--- src/rtl/apb_master.sv ---
// APB requester: converts a valid/ready command into one SETUP + ACCESS transfer
// and reports completion on a one-cycle response strobe.
module apb_master #(
    parameter int ADDR_W  = 8,
    parameter int DATA_W  = 32,
    parameter int TIMEOUT = 16
) (
    input  logic              _PCLK,
    input  logic              _PRESETn,
    input  logic              cmd_valid,
    output logic              cmd_ready,
    input  logic              cmd_write,
    input  logic [ADDR_W-1:0] cmd_addr,
    input  logic [DATA_W-1:0] cmd_wdata,
    output logic              rsp_valid,
    output logic [DATA_W-1:0] rsp_rdata,
    output logic              rsp_err,
    output logic              rsp_timeout,
    output logic              _PSEL1,
    output logic              _PENABLE,
    output logic              _PWRITE,
    output logic [ADDR_W-1:0] _PADDR,
    output logic [DATA_W-1:0] _PWDATA,
    input  logic [DATA_W-1:0] _PRDATA,
    input  logic              _PREADY,
    input  logic              _PSLVERR
);

    // TIMEOUT=0 disables the abort; keep a 1-bit counter so widths stay legal.
    localparam int CNT_W = (TIMEOUT > 0) ? $clog2(TIMEOUT + 1) : 1;
    localparam logic [CNT_W-1:0] CNT_LAST = CNT_W'((TIMEOUT > 0) ? TIMEOUT - 1 : 0);

    typedef enum logic [1:0] {
        IDLE,
        SETUP,
        ACCESS
    } state_t;

    state_t           state;
    logic [CNT_W-1:0] wait_cnt;

    assign cmd_ready = (state == IDLE);

    always_ff @(posedge _PCLK or negedge _PRESETn) begin
        if (!_PRESETn) begin
            state       <= IDLE;
            wait_cnt    <= '0;
            _PSEL1      <= 1'b0;
            _PENABLE    <= 1'b0;
            _PWRITE     <= 1'b0;
            _PADDR      <= '0;
            _PWDATA     <= '0;
            rsp_valid   <= 1'b0;
            rsp_rdata   <= '0;
            rsp_err     <= 1'b0;
            rsp_timeout <= 1'b0;
        end else begin
            rsp_valid <= 1'b0;
            case (state)
                IDLE: begin
                    if (cmd_valid) begin
                        _PADDR  <= cmd_addr;
                        _PWRITE <= cmd_write;
                        _PWDATA <= cmd_write ? cmd_wdata : '0;
                        _PSEL1  <= 1'b1;
                        state   <= SETUP;
                    end
                end
                SETUP: begin
                    _PENABLE <= 1'b1;
                    wait_cnt <= '0;
                    state    <= ACCESS;
                end
                ACCESS: begin
                    if (_PREADY) begin
                        _PSEL1      <= 1'b0;
                        _PENABLE    <= 1'b0;
                        rsp_valid   <= 1'b1;
                        rsp_err     <= _PSLVERR;
                        rsp_timeout <= 1'b0;
                        rsp_rdata   <= _PWRITE ? '0 : _PRDATA;
                        state       <= IDLE;
                    end else if (TIMEOUT != 0 && wait_cnt == CNT_LAST) begin
                        _PSEL1      <= 1'b0;
                        _PENABLE    <= 1'b0;
                        rsp_valid   <= 1'b1;
                        rsp_err     <= 1'b1;
                        rsp_timeout <= 1'b1;
                        rsp_rdata   <= '0;
                        state       <= IDLE;
                    end else begin
                        wait_cnt <= wait_cnt + 1'b1;
                    end
                end
                default: state <= IDLE;
            endcase
        end
    end

endmodule

--- config.mk ---
export PLATFORM = sky130hd
export DESIGN_NAME = apb_master
export DESIGN_NICKNAME = d
export VERILOG_FILES = /design/src/rtl/apb_master.sv
export SDC_FILE = /design/constraint.sdc
export NUM_CORES = 1
export LEC_CHECK = 0
export CAP_MARGIN = 20
export CORE_AREA = 10 10 86 125
export CTS_BUF_LIST = sky130_fd_sc_hd__clkbuf_2
export DETAILED_ROUTE_END_ITERATION = 16
export DIE_AREA = 0 0 96 135
export MAX_ROUTING_LAYER = met4
export PLACE_DENSITY = 0.87
export SETUP_SLACK_MARGIN = 0.5
export SLEW_MARGIN = 5
export SYNTH_ARGS = -nofsm -noshare
export SYNTH_HDL_FRONTEND = slang
export SYNTH_SLANG_ARGS = --single-unit
export TNS_END_PERCENT = 1
--- constraint.sdc ---
create_clock -name _PCLK -period 2.3 [get_ports _PCLK]
set_input_delay 0.345 -clock _PCLK [delete_from_list [all_inputs] [get_ports _PCLK]]
set_output_delay 0.345 -clock _PCLK [all_outputs]
set_load 0.02 [all_outputs]
==> results of run 1 <==
[where the power goes]
part           leakage, nW  switching, mW  internal (mW)  total [mW]
Combinational         1.23           1.63           1.36        2.99
Sequential            1.11          0.297           2.03        2.32
Clock               0.0856          0.494          0.462       0.956
Total                 2.43           2.42           3.85        6.27
[placed cells by master (no fill, tap or decap), types with 2 or more instances in the layout]
cell type        netlist  final
nand3_1               23     23
o21ai_1                5      5
nand2_1              132    132
buf_4                  3      4
bufinv_16              0      3
nand3b_1               3      3
a21oi_1                3      3
clkbuf_2               0      9
ha_1                   5      3
nand3_2               10     10
mux2_2                 9      9
clkdlybuf4s50_1        0    152
inv_1                  6      6
buf_12                 1      2
clkinvlp_4             0      2
dfrtp_1               85     85
o21ai_0               33     33
[sequential cells by signal, indices dropped and copies added (netlist names), 2 cells and up]
signal     flops
wait_cnt       5
state          2
rsp_rdata     32
_PWDATA       32
_PADDR         8
[area by class of cell]
cell class | instances | area [µm²]
fillers | 689 | 3060
clock inverters | 7 | 114
clock buffers | 9 | 45.0
inverters | 7 | 28.8
well taps | 107 | 134
flip-flops and latches | 85 | 2130
multi-input cells | 240 | 1270
repair buffers | 162 | 1630
[per-stage QoR]
step                      instance area (µm²)  hold slack, ns  cells  power (mW)  setup slack [ns]
final                                    5350           0.302    617        6.27             0.340
after global routing                     5350           0.259    617        6.68             0.226
after CTS                                5340           0.241    617        6.34             0.292
after detailed placement                 5170           0.329    600        5.38             0.279
after global placement                   5170           0.323    600        5.26             0.388
after floorplan                          3540          0.0494    354        3.84             0.552
[worst min-delay path by stage]
stage / startpoint / to / slack, ns / depth (start not counted)
floorplan: _PRESETn / _PADDR[0]$_DFFE_PN0P_ / 0.05 / 0
global placement: _PRESETn / rsp_rdata[17]$_DFFE_PN0P_ / 0.32 / 1
detailed placement: _PRESETn / rsp_rdata[15]$_DFFE_PN0P_ / 0.33 / 1
CTS: _PRESETn / _PWDATA[7]$_DFFE_PN0P_ / 0.24 / 2
global route: _PRESETn / _PWDATA[24]$_DFFE_PN0P_ / 0.26 / 2
finish: _PRESETn / _PADDR[0]$_DFFE_PN0P_ / 0.30 / 2
[metal layers]
metal,part of all wire [%],vias up,wire (µm)
li1,-,1463,-
met4,2.0,0,205
met5,0,-,0
met1,40,1446,4080
met3,8.5,18,876
met2,50,124,5100
[kinds of logic after synthesis]
family,Yosys count
mux,10
simple gates,176
buf+inv,29
flops,85
compound gates,49
fa+ha+maj,5
[timing repair]
| action | 4_1_cts | 5_1_grt |
|---|---|---|
| setup buffers | 0 | 0 |
| hold buffers | 1 | 0 |
| gates resized for setup | 5 | 2 |
| hold endpoints to repair | 35 | 0 |
| setup endpoints to repair | 137 | 143 |
==> impl_metrics.yaml, run 1 <==
clock_network:
  cts_sinks: 85
  clk_pin_slew_worst_paths_ns: 0.23
  h-tree-depth: 3
  max-clock-path-buffers: 2
  clock_latency_ns: 0.51
  cts_tree: "built"
  cts_buffers: 9
  cts_root_buf: "clkbuf_2"
synth:
  synth_nets: 437
  synthXorXnorAreaFrac_pct: 0
  synth-edff-count: 0
  synthAdderAreaFrac_pct: 1.77
  synth-simple-area-share_pct: 22.5
  async_flop_share_pct: 100
  syn-instance-count: 354
  synth_top_family_by_area: "simple AND/OR/NAND/NOR gates"
  synth-seq-cells: 85
  synth_area_per_cell_um2: 10.0
  synth.top_cell.area_share_pct: 60.1
  synth_area_um2: 3540
  synth.area.top_cells: "dfrtp_1 (60%), nand2_1 (14%), o21ai_0 (4.7%), nand3_1 (3.3%), mux2_2 (2.9%)"
  synth.area.mux_share_pct: 3.14
  ys_types: 34
  yosys.cell_count.top_type: "nand2_1"
  synth_compound_area_share_pct: 7.99
  synth-seq-area-share_pct: 60.1
  ys_top_cells_by_count: "nand2_1 (132), dfrtp_1 (85), o21ai_0 (33)"
  synth.largest_area_cell: "dfrtp_1"
  yosysWarnings: 0
  synth_top_flop_cell: "dfrtp_1"
global_route:
  antenna_found_initial: 0
  use_met3_pct: 6.22
  grt_max_degree: 51
  overflow: 0
  grt_pass1_vias: 3335
  grt_usage_pct: 16.3
  gr-max-usage-layer: "met2"
  grtUsageMet1_pct: 17.4
  grt_pass1_wl_um: 16300
  use_met2_pct: 26.8
worst_setup_path:
  rr_worst_depth: 7
  cpMostUsedCell: "nand2_1"
  path_cells: "ha_1, and3_1, ha_2, o21ai_4, buf_4, nand2_1, nand2_1"
  crit_path_max_incr_delay_ns: 0.47
  cp-startpoint: "wait_cnt[0]$_DFFE_PN0P_"
  cp.arrival_ns: 2.42
  r2r-end: "rsp_rdata[12]$_DFFE_PN0P_"
  required_ns: 2.76
  cp-end-kind: "flip-flop"
  path_max_fanout: 34
  reg2reg_slack_ns: 0.34
  crit_slowest_cell: "dfrtp_1"
  cp_top_family: "flip-flops"
  reg2reg_from: "wait_cnt[0]$_DFFE_PN0P_"
  crit_end: "rsp_rdata[12]$_DFFE_PN0P_"
  worst-setup-path-type: "reg2reg"
  worst-path-stages: 7
  cp.buffers_inverters: 1
  cp-start-kind: "flip-flop"
floorplan:
  fp-row-count: 41
  die_w_um: 96
  initial_core_util_pct: 42.1
  ios: 157
  core-area_um2: 8410
  die_h_um: 135
  dieArea_um2: 13000
place:
  dp_hpwl_um: 8030
  gp_congestion: 0.814
  portBuffers: 156
timing:
  skew_ns: 0.0191
  worst_pin_slew_ns: 0.594
  rsz0062_at_grt: "yes"
  finalCritPeriodShare_pct: 85.2
  final-setup-viol-count: 0
  maxSlewViolCount: 0
  fin_setup_tns_ns: 0
  max-slew-margin-rel_pct: 60.3
  finalHoldViolations: 0
  period_minus_slack_ns: 1.96
  clock.fmax_mhz: 510
final_layout:
  final_core_util_pct: 63.6
  antenna_cells: 0
  area_delta_synth_final_pct: 51.2
  fin_nets: 588
  drive_gt1_share_pct: 9.41
power_and_ir_drop:
  ir_worst_vdd_mv: 0.741
  leakage_nw: 2.43
  cellPowerDensity_nw_per_um2: 1170
job:
  maxCapViolations: 0
route:
  num_vias: 3051
  finalWirelength_um: 10300
  ant_nets: 0
  drtIter0Drc: 139
  drt_pass1_iterations: 6
  vias_per_cell: 4.94
  drcViolationCount: 0
  wl_per_cell_um: 16.6
status:
  status: "complete, no violations"
min_path:
  holdCritPathClass: "in2async"
Note: power is estimated with default switching activity, not from simulation.
==> inputs of run 2 (changes only) <==
- ABC_AREA: not set -> 1
- CTS_CLUSTER_DIAMETER: not set -> 40
- PLACE_DENSITY: 0.87 -> 0.81
==> run 2 against run 1 <==
Cell area grew 0.47%. Register-to-register slack better by 0.12 ns. Fmax increased by 0.74%. Sequential power grew 5%. Final cell count increased by 5.2%. Routed wire length up 2.1%. Synthesized cell count is 8.5% higher. Sequential cell count stayed put. Hold slack got worse by 0.015 ns. Total power rose by 3.4%. Via count grew 3.5%.
==> impl_metrics.yaml, run 2 <==
status:
  status: "complete, no violations"
timing:
  fin_ws_ns: 0.354
  finalCritPeriodShare_pct: 84.6
  maxSlewViolCount: 0
  final-setup-viol-count: 0
  rsz0062_at_grt: "yes"
  fin_setup_tns_ns: 0
  period_minus_slack_ns: 1.95
  clock.fmax_mhz: 514
  max-slew-margin-rel_pct: 59.2
  worst_pin_slew_ns: 0.612
  finalHoldViolations: 0
  skew_ns: 0.0266
synth:
  synth_area_per_cell_um2: 9.43
  synth_top_flop_cell: "dfrtp_1"
  yosys.cell_count.top_type: "nand2_1"
  yosysWarnings: 0
  synth_nets: 467
  synth-seq-area-share_pct: 58.8
  ys_top_cells_by_count: "nand2_1 (173), dfrtp_1 (85), o21ai_0 (34)"
  synth.area.top_cells: "dfrtp_1 (59%), nand2_1 (18%), nand3_2 (5.0%), o21ai_0 (4.7%), nand3_1 (2.5%)"
  synth.largest_area_cell: "dfrtp_1"
  synth-seq-cells: 85
  synth.top_cell.area_share_pct: 58.8
  synth-edff-count: 0
  ys_types: 25
  synth_area_um2: 3620
  syn-instance-count: 384
  async_flop_share_pct: 100
route:
  drcViolationCount: 0
  ant_nets: 0
  drt_pass1_iterations: 6
  drtIter0Drc: 176
  vias_per_cell: 4.86
  num_vias: 3157
  finalWirelength_um: 10500
  wl_per_cell_um: 16.1
worst_setup_path:
  cp-start-kind: "flip-flop"
  cp-startpoint: "_PWDATA[9]$_DFFE_PN0P_"
  required_ns: 1.96
  r2r-end: "rsp_rdata[2]$_DFFE_PN0P_"
  cp.arrival_ns: 1.60
  cp-end-kind: "output pin"
  cp_top_family: "buffers and inverters"
  cp.buffers_inverters: 1
  crit_end: "_PWDATA[9]"
  crit_path_max_incr_delay_ns: 0.63
  worst-setup-path-type: "reg2out"
  path_cells: "clkdlybuf4s50_1"
  worst-path-stages: 1
  reg2reg_slack_ns: 0.46
  crit_slowest_cell: "clkdlybuf4s50_1"
  reg2reg_from: "wait_cnt[0]$_DFFE_PN0P_"
  path_max_fanout: 2
  rr_worst_depth: 10
clock_network:
  max-clock-path-buffers: 2
  cts_root_buf: "clkbuf_2"
  cts_tree: "built"
  clock_latency_ns: 0.55
  cts_sinks: 85
  clk_pin_slew_worst_paths_ns: 0.24
  h-tree-depth: 3
  cts_buffers: 9
global_route:
  grtUsageMet1_pct: 18.3
  use_met3_pct: 8.71
  grt_max_degree: 74
  gr-max-usage-layer: "met2"
  grt_pass1_vias: 3407
  antenna_found_initial: 0
  overflow: 0
  grt_usage_pct: 16.8
  grt_pass1_wl_um: 16600
  use_met2_pct: 25.4
place:
  dp_hpwl_um: 8070
  portBuffers: 156
  detailedPlace.worstSlack_ns: 0.442
  dp_cells: 631
  gp_congestion: 0.793
final_layout:
  layout_common_cells: "nand2_1 (172), clkdlybuf4s50_1 (152), dfrtp_1 (85)"
  final_core_util_pct: 63.9
  fin_nets: 620
  area_delta_synth_final_pct: 48.6
  final_common_cell: "nand2_1"
  antenna_cells: 0
  reg_top3: "_PWDATA x32, rsp_rdata x32, _PADDR x8"
  drive_gt1_share_pct: 9.78
  finalNonFillerCells: 649
floorplan:
  core-area_um2: 8410
  die_h_um: 135
  ios: 157
  initial_core_util_pct: 43.0
  fp-row-count: 41
  die_w_um: 96
  dieArea_um2: 13000
power_and_ir_drop:
  internal-power_mw: 3.86
  swShare_pct: 40.5
  leakage_nw: 2.54
  ir_worst_vdd_mv: 0.719
  clkPwrFrac_pct: 13.3
  p_comb_share_pct: 49.3
  p_sw_mw: 2.63
  cellPowerDensity_nw_per_um2: 1210
  seq_power_share_pct: 37.4
min_path:
  holdCritPathClass: "in2reg"
job:
  maxCapViolations: 0
run 2: how the worst min path moves through the flow:
stage	startpoint	endpoint	slack, ns	cells past startpoint
global route	cmd_addr[7]	_PADDR[7]$_DFFE_PN0P_	0.23	3
global placement	_PRESETn	_PWDATA[24]$_DFFE_PN0P_	0.38	1
finish	cmd_addr[7]	_PADDR[7]$_DFFE_PN0P_	0.29	3
floorplan	_PRESETn	_PADDR[0]$_DFFE_PN0P_	0.05	0
CTS	cmd_addr[7]	_PADDR[7]$_DFFE_PN0P_	0.25	3
detailed placement	_PRESETn	_PWDATA[24]$_DFFE_PN0P_	0.40	1
run 2: metrics by stage:
step,area [µm²],power (mW),hold WS [ns]
2_1_floorplan,3620,4.07,0.0494
3_3_place_gp,5220,5.59,0.384
3_5_place_dp,5220,5.69,0.401
4_1_cts,5370,6.57,0.245
5_1_grt,5380,6.91,0.233
6_report,5380,6.49,0.288
run 2: power by group through the flow:
stage               Sequential, mW  Clock (mW)  Combinational, mW
floorplan                     3.12           0              0.950
global placement              2.43           0               3.16
detailed placement            2.46           0               3.23
CTS                           2.43       0.889               3.25
global route                  2.50       0.954               3.46
finish                        2.43       0.864               3.20
run 2: cells by family (layout without fill, tap and decap cells):
group,after synthesis,in the layout,share of synthesized area [%]
flops,85,85,58.8
buf+inv,34,192,5.98
compound gates,41,41,5.98
fa+ha+maj,5,5,1.73
simple gates,219,219,27.5
run 2: what timing repair did:
action,in CTS,in global routing
hold buffers,1,0
resized for setup,4,5
buffers inserted,0,1
hold endpoints to repair,45,0
cloned,0,0
endpoints found under the setup margin,111,117
run 2: final cells by class:
| class | count | area (µm²) |
|---|---|---|
| inverter | 10 | 37.5 |
| sequential | 85 | 2130 |
| timing repair buffer | 166 | 1670 |
| fill | 704 | 3040 |
| clock buffer | 9 | 45.0 |
| multi-input combinational | 265 | 1280 |
| tap | 107 | 134 |
| clock inverter | 7 | 90.1 |
run 2: routing by layer:
layer  wire [µm]  vias to the layer above
met2        4920                      144
met1        4060                     1470
met4         201                        0
li1            -                     1525
met5           0                        -
met3        1300                       18
